## config.mk

```make
export PLATFORM = sky130hd
export DESIGN_NAME = clk_div_prog
export DESIGN_NICKNAME = d
export VERILOG_FILES = /design/src/rtl/clk_div_prog.sv
export SDC_FILE = /design/constraint.sdc
export NUM_CORES = 1
export LEC_CHECK = 0
export ABC_AREA = 1
export ABC_CLOCK_PERIOD_IN_PS = 1300
export CAP_MARGIN = 20
export CORE_UTILIZATION = 28
export DETAILED_ROUTE_END_ITERATION = 10
export GPL_TIMING_DRIVEN = 0
export HOLD_SLACK_MARGIN = 0.12
export RECOVER_POWER = 25
export SLEW_MARGIN = 40
export SYNTH_ARGS = -nofsm -noshare
export SYNTH_HDL_FRONTEND = slang
export SYNTH_SLANG_ARGS = --single-unit
```

## constraint.sdc

```tcl
create_clock -name CLK_IN -period 1.3 [get_ports CLK_IN]
set_input_delay 0.26 -clock CLK_IN [delete_from_list [all_inputs] [get_ports CLK_IN]]
set_output_delay 0.26 -clock CLK_IN [all_outputs]
set_load 0.02 [all_outputs]
```

## src/rtl/clk_div_prog.sv

```systemverilog
// clk_div_prog: programmable glitch-free 50%-duty clock divider, period 2*(D+1) CLK_IN cycles
module clk_div_prog #(
  parameter int DIV_W = 8,
  parameter logic [DIV_W-1:0] DEFAULT_DIV = '0
) (
  input  logic             CLK_IN,
  input  logic             RST_N,
  input  logic             GATE_EN,
  input  logic [DIV_W-1:0] DIV_IN,
  input  logic             DIV_LOAD,
  output logic             DIV_BUSY,
  output logic [DIV_W-1:0] DIV_ACTIVE,
  output logic             CLK_OUT,
  output logic             CLK_EN_OUT
);
  typedef enum logic [1:0] {IDLE, HI, LO} state_t;
  state_t           r_state, w_state;
  logic [DIV_W-1:0] r_cnt, w_cnt, r_pend, r_active;
  logic             r_busy, r_clk, r_en, w_clk, w_rise, w_end;
  assign w_end = r_cnt == r_active;
  always_comb begin
    w_state = r_state;
    w_cnt = r_cnt;
    w_clk = r_clk;
    w_rise = 1'b0;
    case (r_state)
      IDLE: begin
        w_rise = GATE_EN;
        w_state = GATE_EN ? HI : IDLE;
        w_clk = GATE_EN;
        w_cnt = '0;
      end
      HI: begin
        w_state = w_end ? LO : HI;
        w_clk = !w_end;
        w_cnt = w_end ? '0 : r_cnt + 1'b1;
      end
      LO: begin
        w_rise = w_end && GATE_EN;
        w_state = !w_end ? LO : GATE_EN ? HI : IDLE;
        w_clk = w_end && GATE_EN;
        w_cnt = w_end ? '0 : r_cnt + 1'b1;
      end
      default: begin
        w_state = IDLE;
        w_clk = 1'b0;
        w_cnt = '0;
      end
    endcase
  end
  // a pending divisor is swapped in on the rising edge so each period uses one D throughout
  always_ff @(posedge CLK_IN or negedge RST_N) begin
    if (!RST_N) begin
      r_state <= IDLE;
      r_cnt <= '0;
      r_clk <= 1'b0;
      r_en <= 1'b0;
      r_pend <= DEFAULT_DIV;
      r_active <= DEFAULT_DIV;
      r_busy <= 1'b0;
    end else begin
      r_state <= w_state;
      r_cnt <= w_cnt;
      r_clk <= w_clk;
      r_en <= w_rise;
      r_pend <= DIV_LOAD ? DIV_IN : r_pend;
      r_active <= (w_rise && r_busy) ? r_pend : r_active;
      r_busy <= DIV_LOAD || (r_busy && !w_rise);
    end
  end
  assign DIV_BUSY = r_busy;
  assign DIV_ACTIVE = r_active;
  assign CLK_OUT = r_clk;
  assign CLK_EN_OUT = r_en;
endmodule

```

==> results_dict.tcl <==
set metrics [dict create \
    status "finished with violations" \
    violations "setup timing" \
    cts_tree "built" \
    final_layout_size_suffix_gt1_frac 0.4098 \
    fin_crit_sh 1.064 \
    drtPass1Iterations 4 \
    hold_violations 0 \
    ys_ff_latch 28 \
    dieArea_um2 5135 \
    hp-class "input pin to flip-flop" \
    endpoint_kind "flip-flop" \
    worstPathRequired_ns 1.47 \
    skew_ns 0.003356 \
    cap_violations 0 \
    setup.worst_path.class "flip-flop to flip-flop" \
    holdWs_ns 0.4478 \
    cp.arrival_ns 1.56 \
    seq_area_frac_synth 0.5157 \
    setup_viol 9 \
    synth_warnings 0 \
    cts_max_path_buffers 2 \
    syn_inst 140 \
    drc 0 \
    coreArea_um2 4504 \
    clkLatencyLatePin_ns 0.27 \
    crit_path_start_kind "flip-flop" \
    dr_wl_met2_mm 1.334 \
    rr_startpoint "DIV_ACTIVE[2]" \
    final_common_cell "nand2_1" \
    min_to "DIV_BUSY" \
    worst_pin_slew_ns 0.7087 \
    grt_overflow 0 \
    syn-num-nets 157 \
    antenna_found_initial 0 \
    num_rows 24 \
    worst-path-max-fanout 8 \
    io_pins 23 \
    wire_per_inst_um 11.34 \
    min_from "DIV_LOAD" \
    postSynthAreaPerCell_um2 9.706 \
    ctsHtreeMaxLevel 1 \
    rrSetupSlack_ns -0.08 \
    power_uw 3974 \
    r2r_cells 8 \
    place_area_um2 1637 \
    grt_pass1_wl_mm 4.574 \
    viasPerCell 4.421 \
    place_congestion 0.7459 \
    start_util 0.3017 \
    nets 201 \
    netlist_area_um2 1359 \
    wl_met1_mm 1.226 \
    ctsRootBufferMaster "clkbuf_8" \
    drt_iter0_markers 27 \
    wl_mm 2.666 \
    grt_max_degree 29 \
    power.density_nw_per_um2 2070 \
    fin_util 0.4261 \
    die_h_um 71.66 \
    hpwlAfterDp_mm 1.800 \
    vdd_drop_max_mv 0.7459 \
    fmax_ghz 0.7227 \
    clock-sinks 28 \
    setup_ws_ns -0.08365 \
    setup_tns_ns -0.5874 \
    synth_cell_type_count 26 \
    final_cell_mix "nand2_1 (29), dfrtp_1 (21), buf_4 (18)" \
    die_w_um 71.66 \
    top_layer "met4" \
    rsz0062_at_grt "true" \
    route.met3.wl_um 65 \
    ant_nets 0 \
    hold_depth 2 \
    vias 1039 \
    numCtsBuffers 3 \
    r2r_end "DIV_ACTIVE[3]" \
    diodes 0 \
    io_buffers 21 \
    min_period_ns 1.384 \
    grt_pass1_vias 1037 \
    grt_use_total 0.1149 \
    slew-limit-headroom 0.5275 \
    slew_violations 0 \
    power_leakage_uw 0.0009029 \
    fin_area_um2 1919 \
    path_clk_slew_ns 0.10 \
    area_delta_synth_final_pct 41.25 \
]
-- what timing repair did --
item / CTS / global route
hold buffers: 1 / 0
gates resized for setup: 28 / 29
setup buffers: 11 / 6
hold endpoints to repair: 28 / 0
setup endpoints to repair: 29 / 25
pin swaps: 11 / 15
-- per-stage QoR --
step           setup slack, ns  instances
2_1_floorplan         -0.04596        140
3_3_place_gp           -0.6072        213
3_5_place_dp           -0.3662        213
4_1_cts               -0.09020        229
5_1_grt                -0.1941        235
6_report              -0.08365        235
-- cell type report --
type	count	area, um2
inverters	14	52.55
plain buffers	3	13.76
clock buffers	3	41.29
multi-input cells	95	683.2
flip-flops and latches	28	709.4
repair buffers	39	324.1
clock inverters	1	30.03
well taps	52	65.06
fillers	451	2585
-- Yosys cell counts --
cell,count,area (um2)
a21oi_1,1,5.000
a31oi_1,1,6.260
and3_1,1,6.260
buf_2,1,5.000
clkbuf_1,2,7.510
dfrtp_1,28,700.7
ha_1,5,62.56
inv_1,12,45.04
inv_2,2,7.510
mux2_2,8,90.09
nand2_1,39,146.4
nand2_2,1,6.260
nand2_4,1,11.26
nand3_1,3,15.01
nand3_2,1,10.01
nand3_4,1,17.52
nand4_1,9,56.30
nor2_1,7,26.28
nor2_2,1,6.260
nor2_4,1,11.26
nor3_1,4,20.02
nor3b_2,1,12.51
nor4_1,1,6.260
o21bai_1,1,7.510
xnor2_1,6,52.55
xor2_1,2,17.52
-- power breakdown --
part / total (uW) / leakage [uW] / switching, uW / internal (uW)
sequential: 1350 / 0.000340 / 229 / 1120
clock: 686 / 0.0000357 / 273 / 412
combinational: 1940 / 0.000528 / 1010 / 934
total: 3970 / 0.000903 / 1510 / 2470
-- worst max-delay path: stages (launching register included) --
cell     delay (ns)
dfrtp_2        0.45
xnor2_2        0.15
nand2_1        0.10
nor2_4         0.11
nand3_2        0.10
nand2_4        0.09
nand3_4        0.13
nand2_2        0.10
nand2_1        0.04
-- sequential cells by signal (all words and copies together), names as in the netlist --
name,flops
CLK_EN_OUT,1
DIV_ACTIVE,8
DIV_BUSY,1
r_cnt,8
r_pend,8
r_state,2
-- how the worst max path moves through the flow --
| stage | to | startpoint |
|---|---|---|
| global route | DIV_ACTIVE[0] | r_cnt[7] |
| floorplan | DIV_ACTIVE[5] | DIV_ACTIVE[4] |
| detailed placement | DIV_BUSY | GATE_EN |
| global placement | DIV_ACTIVE[4] | RST_N |
| CTS | DIV_ACTIVE[6] | DIV_ACTIVE[4] |
| finish | DIV_ACTIVE[3] | DIV_ACTIVE[2] |
-- routing by layer --
metal,GRT usage,up-vias
met1,0.1448,480
li1,-,536
met4,0.05011,0
met3,0.02110,6
met5,0,-
met2,0.1929,17
-- cells by family (layout without fill, tap and decap cells) --
kind of cell	count (synthesis)	count (layout)	synth area share
AO/OA/AOI/OAI	3	3	0.01381
XOR/XNOR	8	8	0.05157
adder cells (fa/ha/maj)	5	5	0.04604
buffers and inverters	17	60	0.04788
flip-flops	28	28	0.5157
multiplexers	8	8	0.06630
AND/OR/NAND/NOR	71	71	0.2588
Power figures use the tool's default switching activity.
